File: src/rtl/port_resp_fifo.sv
// rtl/port_resp_fifo.sv - int request responder: adds ADDEND, returns results in order via DEPTH-entry FIFO
module port_resp_fifo #(
    parameter int DEPTH  = 4,
    parameter int ADDEND = 0
) (
    input  logic        clk,
    input  logic        rst,
    input  logic        req_valid,
    output logic        req_ready,
    input  logic [31:0] req_data,
    output logic        rsp_valid,
    input  logic        rsp_ready,
    output logic [31:0] rsp_data,
    output logic [31:0] rsp_count
);

    localparam int AW = (DEPTH > 1) ? $clog2(DEPTH) : 1;
    localparam int CW = $clog2(DEPTH + 1);
    localparam logic [CW-1:0] FULL_CNT = CW'(DEPTH);
    localparam logic [31:0]   ADD_VAL  = 32'(ADDEND);

    logic [AW-1:0] wr_ptr_q, wr_ptr_d;
    logic [AW-1:0] rd_ptr_q, rd_ptr_d;
    logic [CW-1:0] count_q, count_d;
    logic [31:0]   rsp_count_q, rsp_count_d;
    logic [31:0]   mem_q [DEPTH];
    logic [31:0]   mem_d [DEPTH];
    logic          push, pop;

    // Handshake qualifiers depend only on registered state, so there is no
    // combinational path from the request side to the response side.
    assign req_ready = (count_q != FULL_CNT);
    assign rsp_valid = (count_q != '0);
    assign rsp_data  = rsp_valid ? mem_q[rd_ptr_q] : 32'd0;
    assign rsp_count = rsp_count_q;

    assign push = req_valid & req_ready;
    assign pop  = rsp_valid & rsp_ready;

    always_comb begin
        mem_d       = mem_q;
        wr_ptr_d    = wr_ptr_q;
        rd_ptr_d    = rd_ptr_q;
        count_d     = count_q;
        rsp_count_d = rsp_count_q;
        if (push) begin
            mem_d[wr_ptr_q] = req_data + ADD_VAL;
            wr_ptr_d        = wr_ptr_q + AW'(1);
        end
        if (pop) begin
            rd_ptr_d    = rd_ptr_q + AW'(1);
            rsp_count_d = rsp_count_q + 32'd1;
        end
        case ({push, pop})
            2'b10:   count_d = count_q + CW'(1);
            2'b01:   count_d = count_q - CW'(1);
            default: count_d = count_q;
        endcase
    end

    always_ff @(posedge clk or posedge rst) begin
        if (rst) begin
            wr_ptr_q    <= '0;
            rd_ptr_q    <= '0;
            count_q     <= '0;
            rsp_count_q <= '0;
            for (int i = 0; i < DEPTH; i++) begin
                mem_q[i] <= '0;
            end
        end else begin
            wr_ptr_q    <= wr_ptr_d;
            rd_ptr_q    <= rd_ptr_d;
            count_q     <= count_d;
            rsp_count_q <= rsp_count_d;
            mem_q       <= mem_d;
        end
    end

endmodule
File: config.mk
export PLATFORM = sky130hd
export DESIGN_NAME = port_resp_fifo
export DESIGN_NICKNAME = d
export VERILOG_FILES = /design/src/rtl/port_resp_fifo.sv
export SDC_FILE = /design/constraint.sdc
export NUM_CORES = 1
export LEC_CHECK = 0
export CAP_MARGIN = 20
export CORE_MARGIN = 8
export CORE_UTILIZATION = 58
export CTS_BUF_LIST = sky130_fd_sc_hd__clkbuf_8
export DETAILED_ROUTE_END_ITERATION = 8
export GPL_TIMING_DRIVEN = 0
export PLACE_DENSITY = 0.9
export SETUP_SLACK_MARGIN = 0.5
export SLEW_MARGIN = 20
export SYNTH_ARGS = -nofsm -noshare
export SYNTH_HDL_FRONTEND = slang
export SYNTH_SLANG_ARGS = --single-unit
export TNS_END_PERCENT = 10
File: constraint.sdc
create_clock -name clk -period 7.2 [get_ports clk]
set_input_delay 0.72 -clock clk [delete_from_list [all_inputs] [get_ports clk]]
set_output_delay 0.72 -clock clk [all_outputs]
set_load 0.02 [all_outputs]
* Yosys cells after proc, flatten, opt, wreduce, memory -nomap -nowiden *
Index checks and enable logic that the tools add are counted.

cells by class
  add/subtract/negate cells = 5
  $mul = 0
  div/mod/pow operators = 0
  order comparisons = 3
  eq/ne operators = 3
  shift-type cells = 0
  muxes and demuxes = 8
  bitwise gates (word level) = 4
  reductions and logical operators = 3

operator list
  cell                                                      number
  bitwise mux 128 bit                                       1
  2-to-1 mux 32 bit                                         4
  binary-select mux 32 bit (select 2 bit)                   1
  demux 32 bit (select 2 bit)                               1
  adder 32 x 1 -> 32 bit, second input constant             1
  greater-or-equal comparator 3 bit, second input constant  2
  inverter 2 -> 3 bit                                       2
  case mux 3 bit (2 select lines)                           1
  adder 2 x 1 -> 2 bit, second input constant               2
  adder 3 x 1 -> 3 bit, second input constant               1
  < comparator 3 x 1 -> 1 bit, second input constant        1
  != test 3 bit, second input constant                      1
  nonzero test 3 bit                                        1
  subtractor 3 x 1 -> 3 bit, second input constant          1
  AND 1 bit                                                 2
  equality test 2 x 1 -> 1 bit, second input constant       1
  equality test 2 bit, second input constant                1
  nonzero test 2 bit                                        1
  logical AND 1 bit                                         1

storage, ports and cells
  flip-flop bits (word level) = 167
  latch bits = 0
  RAM bits = 0
  ROM bits = 0
  bits of input ports = 36
  output and inout port bits = 66
  word-level logic and storage cells = 34
  memories = 0

* Logic depth before layout (Yosys ltp) *
Gate-level depths: netlist (run 1).

  word-level depth = 6
  depth in mapped cells = 9
  gate-level depth less buffers = 9

* Worst setup path before layout (run 1) *
Ideal clock, no wire load.

  path kind = register to output
  from = register rd_ptr_q[0]
  to = output port rsp_data[10]
  arrival time = 1505 ps
  data required time = 6480 ps
  path slack = 4975 ps
  stages on the path, launching flop included = 5
  path buffers = 2
  cell sequence = dfrtp_1 buf_2 buf_2 mux4_2 nor2b_1

between the ends
  cells in the longest elaborated chain, start to end = 5

RTL lines
  element                                                RTL line  source
  start: declaration                                     23        logic [AW-1:0] rd_ptr_q, rd_ptr_d;
  start signal: assignment                               72        rd_ptr_q <= rd_ptr_d;
  inverter 2 -> 3 bit (not written as such)              34        assign rsp_data = rsp_valid ? mem_q[rd_ptr_q] : 32'd0;
  binary-select mux 32 bit (select 2 bit)                34
  2-to-1 mux 32 bit (not written as such) (2 in series)  34
  2-to-1 mux 32 bit                                      34
  end: declaration                                       13        output logic [31:0] rsp_data,

Every way passes these cells. The select of a mux whose other input is x is not followed.

* Final worst setup path (run 1) *
  from = register count_q[0]
  to = output port rsp_data[20]

between the ends
  cells in the longest elaborated chain, start to end = 2

RTL lines
  element                   RTL line  source
  start: declaration        24        logic [CW-1:0] count_q, count_d;
  start signal: assignment  73        count_q <= count_d;
  nonzero test 3 bit        33        assign rsp_valid = (count_q != '0);
  2-to-1 mux 32 bit         34

Every way passes these cells.

==> flow_summary_export.csv, run 1 <==
group,metric,value,unit
logic_synthesis,yosys.area.top_type,"dfrtp_1",
placement,dp.cells,798,
cells_and_area,finalNetCount,680,
worst_setup_path,path_max_fanout,10,
sta,final_max_slew_viol_count,0,
sta,fmax,271,MHz
floorplan,fp.dieArea,0.0180,sq mm
clock_tree,ctsHoldBuffers,0,
pwr,combinationalPowerShare,0.518,
detailed_routing,routed-via-count,4702,
worst_setup_path,cp_slowest_cell,"nor3_1",
cells_and_area,multi_input_area,0.00370,sq mm
cells_and_area,fin_area,0.00977,sq mm
sta,setup_ws,3.50,ns
global_route,grt_overflow,0,
global_route,grt.total_usage,0.205,
pwr,switchingPower,1.60,mW
sta,hold-worst-slack,0.480,ns
pwr,power.leakage,4.53,nW
clock_tree,clk_pin_slew,0.09,ns
cells_and_area,drive_gt1_frac,0.338,
global_route,grt_pass1_vias,5281,
logic_synthesis,ys_seq_elements,167,
logic_synthesis,ys_top_cells_by_area,"dfrtp_1 (51%), mux2_4 (22%), mux4_2 (8.9%)",
detailed_routing,ant_nets,0,
logic_synthesis,synthFlopType,"dfrtp_1",
detailed_routing,finalWirelength,17700,um
detailed_routing,via_per_inst,5.68,
worst_setup_path,crit_family,"buffers and inverters",
floorplan,fp-row-count,43,
floorplan,fp.dieW,134,um
detailed_routing,firstDrtPassIters,5,
logic_synthesis,synthMostInstantiatedCell,"dfrtp_1",
sta,fin_crit_sh,0.513,
global_route,grt_start_max_net_pins,93,
pwr,irDropWorstVdd,0.000282,V
job,cap_viol_max_count,0,
placement,hpwl,12000,um
pwr,switching_share,0.340,
placement,place_area,0.00939,sq mm
clock_tree,cts_tree,"yes",
logic_synthesis,synth_cell_types,31,
worst_setup_path,cp-start-kind,"flip-flop",
sta,relSlewSlack,0.356,
logic_synthesis,synth_top_area_frac,0.515,
worst_setup_path,crit_buf_inv,2,
floorplan,start_util,0.590,
sta,post-route-min-period,3.70,ns
worst_setup_path,critPathArrivalTime,2.98,ns
global_route,antenna_found_initial,0,
placement,place_ws,3.99,ns
hold_path,hold_class,"flip-flop to flip-flop",
worst_setup_path,end_kind,"output pin",
floorplan,io_pins,102,
cells_and_area,final_util,0.709,
clock_tree,cts_buffers,17,
pwr,seqPwrFrac,0.343,
logic_synthesis,synth_area,0.00812,sq mm
clock_tree,clk_path_buf_depth,2,
global_route,grt_first_pass_wirelength,28800,um
logic_synthesis,async_flop_share,1.00,
cells_and_area,fill_cells,907,
cells_and_area,final_cells,828,
cells_and_area,n_antenna_cell,0,
cells_and_area,syn_to_final_growth,20.3,%
sta,clock_skew,0.0119,ns
pwr,p_int,3.10,mW
floorplan,die_h,134,um
sta,rsz0062_at_grt,"no",
logic_synthesis,synth.net_count,559,
sta,hold_viol,0,
sta,finalSetupTns,0,ns
sta,worstMarginPinSlew,0.959,ns
clock_tree,cts_sinks,167,
logic_synthesis,ys_top_cells_by_count,"dfrtp_1 (167), mux2_4 (120), mux4_2 (32), nor2b_1 (32), xnor2_1 (32)",
clock_tree,root_buffer,"clkbuf_8",
detailed_routing,drc,0,
pwr,power_per_cell_area,480,mW/mm^2
clock_tree,clock_latency,0.46,ns
outcome,run_status,"complete, no violations",
detailed_routing,drtIter0Drc,291,
logic_synthesis,yosysWarnings,0,
clock_tree,cts_setup_buffers,0,
logic_synthesis,ys_seq_area_frac,0.515,
pwr,finalPower,4.69,mW
floorplan,core,0.0138,sq mm
worst_setup_path,path_cells,"nor3_1 > clkbuf_1 > nor2b_1 > clkdlybuf4s50_1",
worst_setup_path,worst_path_largest_cell_delay,0.80,ns
cells_and_area,ff_latch_area,0.00418,sq mm
detailed_routing,wl_per_cell,21.4,um
sta,setup_viol_count_final,0,
logic_synthesis,avgSynthCellArea,15.7,sq um
placement,gp_congestion,0.773,
worst_setup_path,criticalPathCategory,"flip-flop to output pin",
placement,numPortBuffers,101,
clock_tree,cts_max_level,4,
worst_setup_path,required,6.48,ns
logic_synthesis,synth_edf_count,0,
clock_tree,cts_resized,0,
pwr,clkPwrFrac,0.139,
logic_synthesis,synth_cells,516,
==> power by group through the flow <==
stage	logic, mW	registers, mW	clock network [mW]
final	2.43	1.61	0.654
after global routing	2.58	1.65	0.701
after CTS	2.46	1.60	0.662
after detailed placement	2.43	1.61	0
after global placement	2.36	1.57	0
after floorplan	1.71	1.54	0
==> path summary, 6_finish.rpt <==
check / cells after the start / endpoint / slack [ns] / from
worst max register to register: 6 / count_q[1] / 4.93 / count_q[0]
worst min-delay path: 1 / rsp_count[31] / 0.48 / rsp_count[31]
worst min register to register: 1 / rsp_count[31] / 0.48 / rsp_count[31]
worst max-delay path: 4 / rsp_data[20] / 3.50 / count_q[0]
min in group asynchronous: 2 / mem_q[16] / 0.72 / rst
max in group asynchronous: 3 / mem_q[26] / 5.66 / rst
==> cell type report <==
type	instances	share of cell area
plain buffers	26	0.0200
well taps	180	0.0231
clock buffers	18	0.0254
multi-input cells	312	0.379
clock inverters	12	0.0133
inverters	11	0.00499
repair buffers	102	0.106
flip-flops and latches	167	0.428
==> registers in the layout (all words and copies together) (netlist names) <==
signal and cells:
count_q 3, mem_q 128, rd_ptr_q 2, rsp_count 32, wr_ptr_q 2
==> cells in the final DEF (no fill, tap or decap), drive strengths merged, types with 14 or more instances in the layout <==
master and instances:
clkbuf 26, nand3 16, nand4 14, nor2b 32
nand2 16, mux2 128, dfrtp 167, clkdlybuf4s50 101
buf 19, xnor2 32, mux4 32
==> logic make-up after synthesis <==
kind of cell,after synthesis,synth area share
flops,167,0.515
mux,161,0.323
simple gates,104,0.0761
xor+xnor,37,0.0399
buf+inv,37,0.0291
fa+ha+maj,7,0.0117
compound gates,3,0.00555
==> routing by layer <==
metal	track usage	wire length, um
met1	0.258	7600
met2	0.341	9110
met3	0.0430	715
met4	0.0786	307
met5	0	0
Power figures use the tool's default switching activity.
==> run 2, diff against run 1 <==
CORE_UTILIZATION = 52   (was 58)
PLACE_DENSITY = 0.86   (was 0.9)
clock period = 3.2 ns   (was 7.2 ns; I/O delays follow)
==> flow_summary_export.csv, run 2 (synthesized netlist as in run 1, its figures left out) <==
group,metric,value,unit
outcome,run_status,"complete, no violations",
clock_tree,cts_buffers,17,
detailed_routing,wl_per_cell,20.5,um
clock_tree,clk_path_buf_depth,2,
worst_setup_path,cp-start-kind,"flip-flop",
sta,rsz0062_at_grt,"yes",
worst_setup_path,criticalPathCategory,"flip-flop to output pin",
floorplan,core,0.0153,sq mm
worst_setup_path,required,2.88,ns
cells_and_area,final_util,0.652,
sta,relSlewSlack,0.578,
global_route,grt_overflow,0,
floorplan,fp.dieArea,0.0199,sq mm
pwr,switching_share,0.339,
cells_and_area,finalNetCount,684,
sta,fin_crit_sh,0.859,
clock_tree,root_buffer,"clkbuf_8",
detailed_routing,routed-via-count,4698,
cells_and_area,drive_gt1_frac,0.354,
pwr,finalPower,10.6,mW
clock_tree,ctsHoldBuffers,0,
clock_tree,cts_tree,"yes",
clock_tree,cts_sinks,167,
detailed_routing,finalWirelength,17700,um
cells_and_area,regMostFlops,"mem_q",
sta,clock_skew,0.0130,ns
global_route,grt_start_max_net_pins,34,
cells_and_area,n_antenna_cell,0,
global_route,grt_pass1_vias,5252,
sta,hold_viol,0,
floorplan,fp.dieW,141,um
clock_tree,cts_setup_buffers,0,
global_route,antenna_found_initial,0,
detailed_routing,via_per_inst,5.44,
clock_tree,clock_latency,0.46,ns
pwr,power.leakage,4.63,nW
sta,post-route-min-period,2.75,ns
global_route,grt.total_usage,0.189,
pwr,switchingPower,3.58,mW
placement,place_area,0.00951,sq mm
sta,fmax,364,MHz
job,cap_viol_max_count,0,
sta,finalSetupTns,0,ns
clock_tree,cts_max_level,4,
floorplan,start_util,0.532,
clock_tree,clk_pin_slew,0.09,ns
pwr,seqPwrFrac,0.341,
worst_setup_path,end_kind,"output pin",
detailed_routing,drc,0,
cells_and_area,largest_register_ffs,128,
pwr,combinationalPowerShare,0.519,
floorplan,fp-row-count,45,
floorplan,die_h,141,um
cells_and_area,syn_to_final_growth,22.5,%
placement,hpwl,12300,um
cells_and_area,layout_commonest_cell,"dfrtp_1",
global_route,grt_first_pass_wirelength,29300,um
placement,numPortBuffers,101,
hold_path,hold_class,"input pin to asynchronous set/reset pin",
worst_setup_path,path_max_fanout,10,
sta,hold-worst-slack,0.263,ns
sta,setup_viol_count_final,0,
pwr,clkPwrFrac,0.140,
pwr,power_per_cell_area,1060,mW/mm^2
worst_setup_path,critPathArrivalTime,2.43,ns
detailed_routing,drtIter0Drc,174,
pwr,irDropWorstVdd,0.000711,V
cells_and_area,fin_area,0.00994,sq mm
sta,worstMarginPinSlew,0.633,ns
cells_and_area,final_cell_mix,"dfrtp_1 (167), mux2_4 (120), clkdlybuf4s50_1 (97)",
floorplan,io_pins,102,
cells_and_area,fill_cells,1086,
pwr,p_int,7.00,mW
sta,final_max_slew_viol_count,0,
detailed_routing,firstDrtPassIters,4,
placement,gp_congestion,0.766,
detailed_routing,ant_nets,0,
==> run 2: cell types whose count changed in the layout (fill, tap and decap cells not counted), sizes merged <==
cell,previous run,this run
buf,19,23
clkdlybuf4s50,101,97
clkinv,7,6
clkinvlp,1,4
dlygate4sd2,0,1
dlymetal6s2s,0,3
inv,13,12
==> run 2: power groups by stage <==
stage | Clock (mW) | Sequential [mW] | Combinational [mW]
after global routing | 1.59 | 3.71 | 5.85
after floorplan | 0 | 3.47 | 3.85
after CTS | 1.51 | 3.61 | 5.58
after detailed placement | 0 | 3.63 | 5.51
after global placement | 0 | 3.53 | 5.36
final | 1.49 | 3.61 | 5.49
==> run 2: critical path, cell delays in order, from the launching register on <==
cell and delay (ns):
dfrtp_1 0.33, buf_4 0.19, buf_6 0.22, mux4_2 0.51, nor2b_1 0.17, clkdlybuf4s50_1 0.56
==> run 2: final cells by class <==
type / instances / area (sq um) / area share
Inverter: 11 / 45.0 / 0.00453
Sequential cell: 167 / 4180 / 0.420
Clock buffer: 18 / 248 / 0.0249
Clock inverter: 13 / 135 / 0.0136
Timing Repair Buffer: 106 / 1120 / 0.113
Buffer: 26 / 233 / 0.0234
Multi-Input combinational cell: 312 / 3720 / 0.374
Tap cell: 211 / 264 / 0.0265
==> run 2: what timing repair did <==
action | 4_1_cts | 5_1_grt
setup endpoints to repair | 33 | 30
cloned | 0 | 0
gates resized for setup | 17 | 9
==> run 2: final timing paths <==
| path | from | endpoint | slack (ns) | cells past startpoint |
|---|---|---|---|---|
| max in group asynchronous | rst | mem_q[114] | 1.94 | 5 |
| max reg2reg | count_q[2] | count_q[2] | 0.86 | 9 |
| max | rd_ptr_q[0] | rsp_data[22] | 0.45 | 5 |
| min in group clk | rsp_count[31] | rsp_count[31] | 0.48 | 1 |
| min | rst | mem_q[98] | 0.26 | 2 |
| min reg2reg | rsp_count[31] | rsp_count[31] | 0.48 | 1 |
==> run 2: per-layer routing <==
metal	global-route usage	up-vias	wire [um]
met4	0.0611	0	293
met5	0	-	0
met1	0.242	2495	7760
met2	0.309	98	8900
met3	0.0483	20	762
li1	-	2085	-
==> run 2: metrics by stage <==
step	instances	setup slack [ns]
6_report	864	0.451
5_1_grt	864	0.338
4_1_cts	864	0.309
3_5_place_dp	833	0.281
3_3_place_gp	828	-0.404
2_1_floorplan	516	0.753
==> variant 1: new RTL, config.mk and constraints of run 2 <==
The parameter `DEPTH` goes from 4 to 8.
--- a/src/rtl/port_resp_fifo.sv
+++ b/src/rtl/port_resp_fifo.sv
@@ -2,3 +2,3 @@
 module port_resp_fifo #(
-    parameter int DEPTH  = 4,
+    parameter int DEPTH  = 8,
     parameter int ADDEND = 0
Check against the original RTL: not equivalent (Yosys sat finds a counterexample within 10 cycles, from zero or initial values and one cycle with rst high).
==> variant 1 against run 2 <==
- setup slack improved by 2.5 ps
- design area increased by 66%
- count of clock-buffer cells in the layout increased by 43
- worst hold slack got worse by 230 ps
- total power increased by 66%
- routed wire length increased by 74%
- combinational power increased by 40%
- clock skew increased by 8.5 ps
- sequential cell count increased by 131
- synthesized area increased by 69%
- highest routed layer is now met5
==> variant 1: results (changes against run 2) <==
metric	value	unit	change
Synth Area in Compound Gates	0.228	%	-0.33 points
Distinct cells, synth	41		+32%
sequential share of the synthesized area	54.5	%	+3.0 points
Area contributors post-synth	dfrtp_1, mux2_2, mux4_2, mux2_1, mux2i_1		
Clock Latency Late Sink	570	ps	+110 ps
internal power	0.0116	W	+66%
Gate Count Post-Synth	888		+72%
critical path endpoint	rsp_data[1]		
Worst Skew	21.5	ps	+8.49 ps
Clock Path Buffers	3		+1
Placed Area	15300	µm²	+61%
vias in the first global route	9103		+73%
global-route wire length before repair	49.7	mm	+70%
CP Max Fanout	7		-3
worst vdd ir	0.845	mV	+19%
met2 usage	33.2	%	+2.4 points
drt pass-1 iters	6		+2
Final #Nets	1098		+61%
DP Wirelength	19.9	mm	+61%
DP Worst Slack	-55.0	ps	-336 ps
CTS Buf Count	49		+32
Tot GR Track Use	19.9	%	+0.98 points
DRT Wirelength	30.9	mm	+74%
dpl cells	1334		+60%
R2R depth	12		+3
Routed WL per cell	21.7	µm	+5.8%
initial antenna violation count	1		+1
R2R Setup Slk	560	ps	-300 ps
adder and majority gate portion of the synthesized area	0.548	%	-0.62 points
share of cells above drive strength 1	38.0	%	+2.6 points
minimum clock period	2750	ps	-2.50 ps
Largest register FFs	256		+100%
status	finished clean		
Clk. pwr	0.00337	W	+130%
Final GP Congestion	0.752		-1.9%
H-tree Lvls	2		-2
DR iter-0 viols	494		+180%
most frequent cells after synthesis	dfrtp_1, mux2_2, mux2_1, mux4_2, nor2_1		
Post-Syn Nets	930		+66%
XOR/XNOR Fraction of Synth Area	2.50	%	-1.5 points
power share of the clock group	19.2	%	+5.2 points
worst r2r src	count_q[1]		
==> variant 1: routing by layer <==
layer / wire [µm] / share of wire, % / vias up
met4: 661 / 2.1 / 2
li1: - / - / 3610
met5: 10 / 0.032 / -
met3: 1570 / 5.1 / 64
met1: 13400 / 43 / 4364
met2: 15300 / 49 / 186
==> variant 1: cell type report <==
cell class | count | area (µm²)
inverters | 10 | 41.3
multi-input cells | 527 | 5870
clock buffers | 61 | 840
plain buffers | 53 | 544
clock inverters | 23 | 155
fillers | 1864 | 9430
flip-flops and latches | 298 | 7460
repair buffers | 117 | 1230
well taps | 335 | 419
==> variant 1: timing repair <==
action,in CTS,in global routing
resized for setup,133,14
setup buffers,5,0
cloned,1,0
pin swaps,1,0
endpoints found under the setup margin,35,34
==> variant 1: critical path: cells and delay by family, from the launching register on <==
kind          cells  cell delay, ps
flops             1             420
buf+inv           3             650
simple gates      1             110
mux               2             670
==> variant 2: new RTL, config.mk and constraints of run 2 <==
Without the edit above. Reset style: synchronous (`rst`), changed in one clocked block.
--- a/src/rtl/port_resp_fifo.sv
+++ b/src/rtl/port_resp_fifo.sv
@@ -60,3 +60,3 @@
 
-    always_ff @(posedge clk or posedge rst) begin
+    always_ff @(posedge clk) begin
         if (rst) begin
Formal check against the unedited RTL: differs if rst is asserted again (counterexample within 4 cycles, from zero or initial values and one cycle with rst high); with rst held inactive, the same outputs for 4 cycles.
==> variant 2 against run 2 <==
- synthesized area fell by 10%
- setup slack got worse by 63 ps
- routed wire length rose by 12%
- non-clock buffer count rose by 31
- via count rose by 42%
- design area fell by 9.8%
- sequential cell count did not move
- maximum frequency fell by 2.2%
Power is not compared: it rests on default switching activity, and its combinational part moved more than twofold at a synthesized area within 25%.
==> variant 2: results (changes against run 2) <==
metric	value	unit	change
worst hold path class	in -> reg		
DRT Wirelength	19.9	mm	+12%
largest net degree at the start of global routing	17		-50%
global-route wire length before repair	32.2	mm	+9.9%
Met3 Routed Length	1.52	mm	+99%
Final GP Congestion	0.811		+5.9%
vias in the first global route	6752		+29%
Area contributors post-synth	dfxtp_1, nand2_1, a21oi_1, mux4_2, and2_1		
dpl cells	1141		+37%
Rel. slew slack	44.1	%	-14 points
met1 wire length	8.05	mm	+3.7%
Worst Skew	18.9	ps	+5.96 ps
DP Worst Slack	203	ps	-78.4 ps
DR iter-0 viols	655		+280%
FF+latch count	167		unchanged
Distinct cells, synth	40		+29%
status	finished clean		
Clock Latency Late Sink	480	ps	+20 ps
inverter count	9		-2
GRT met3 Usage	4.45	%	-0.38 points
drt pass-1 iters	5		+1
Post-Syn Nets	905		+62%
vias	6658		+42%
port bufs	99		-2.0%
Clock-cell share	4.55	%	+0.70 points
[variant 2: final timing paths]
path	from	slack, ps	to
setup / recovery	rd_ptr_q[0]	390	rsp_data[9]
hold / removal	req_valid	260	wr_ptr_q[1]
setup reg to reg	count_q[2]	560	count_q[2]
hold reg to reg	mem_q[124]	450	mem_q[124]
[variant 2: where the power goes]
group	switching, W	total (W)	internal, W
Sequential	0.000101	0.00233	0.00223
Combinational	0.000931	0.00159	0.000658
Clock	0.000756	0.00157	0.000818
[variant 2: kinds of logic after synthesis]
kind of cell               count (synthesis)  synth area share, %
AOI/OAI and AO/OA                        171                 12.3
xor gates and xnor gates                  16                 1.92
adders and majority gates                  7                 1.30
buffers and inverters                     73                 4.24
DFF                                      167                 45.8
muxes                                     34                 10.2
and+or+nand+nor                          394                 24.3
[variant 2: worst min-delay path, delay by kind of cell]
family | cells | cell delay [ps]
buf+inv | 1 | 180
simple gates | 1 | 130
compound gates | 1 | 50
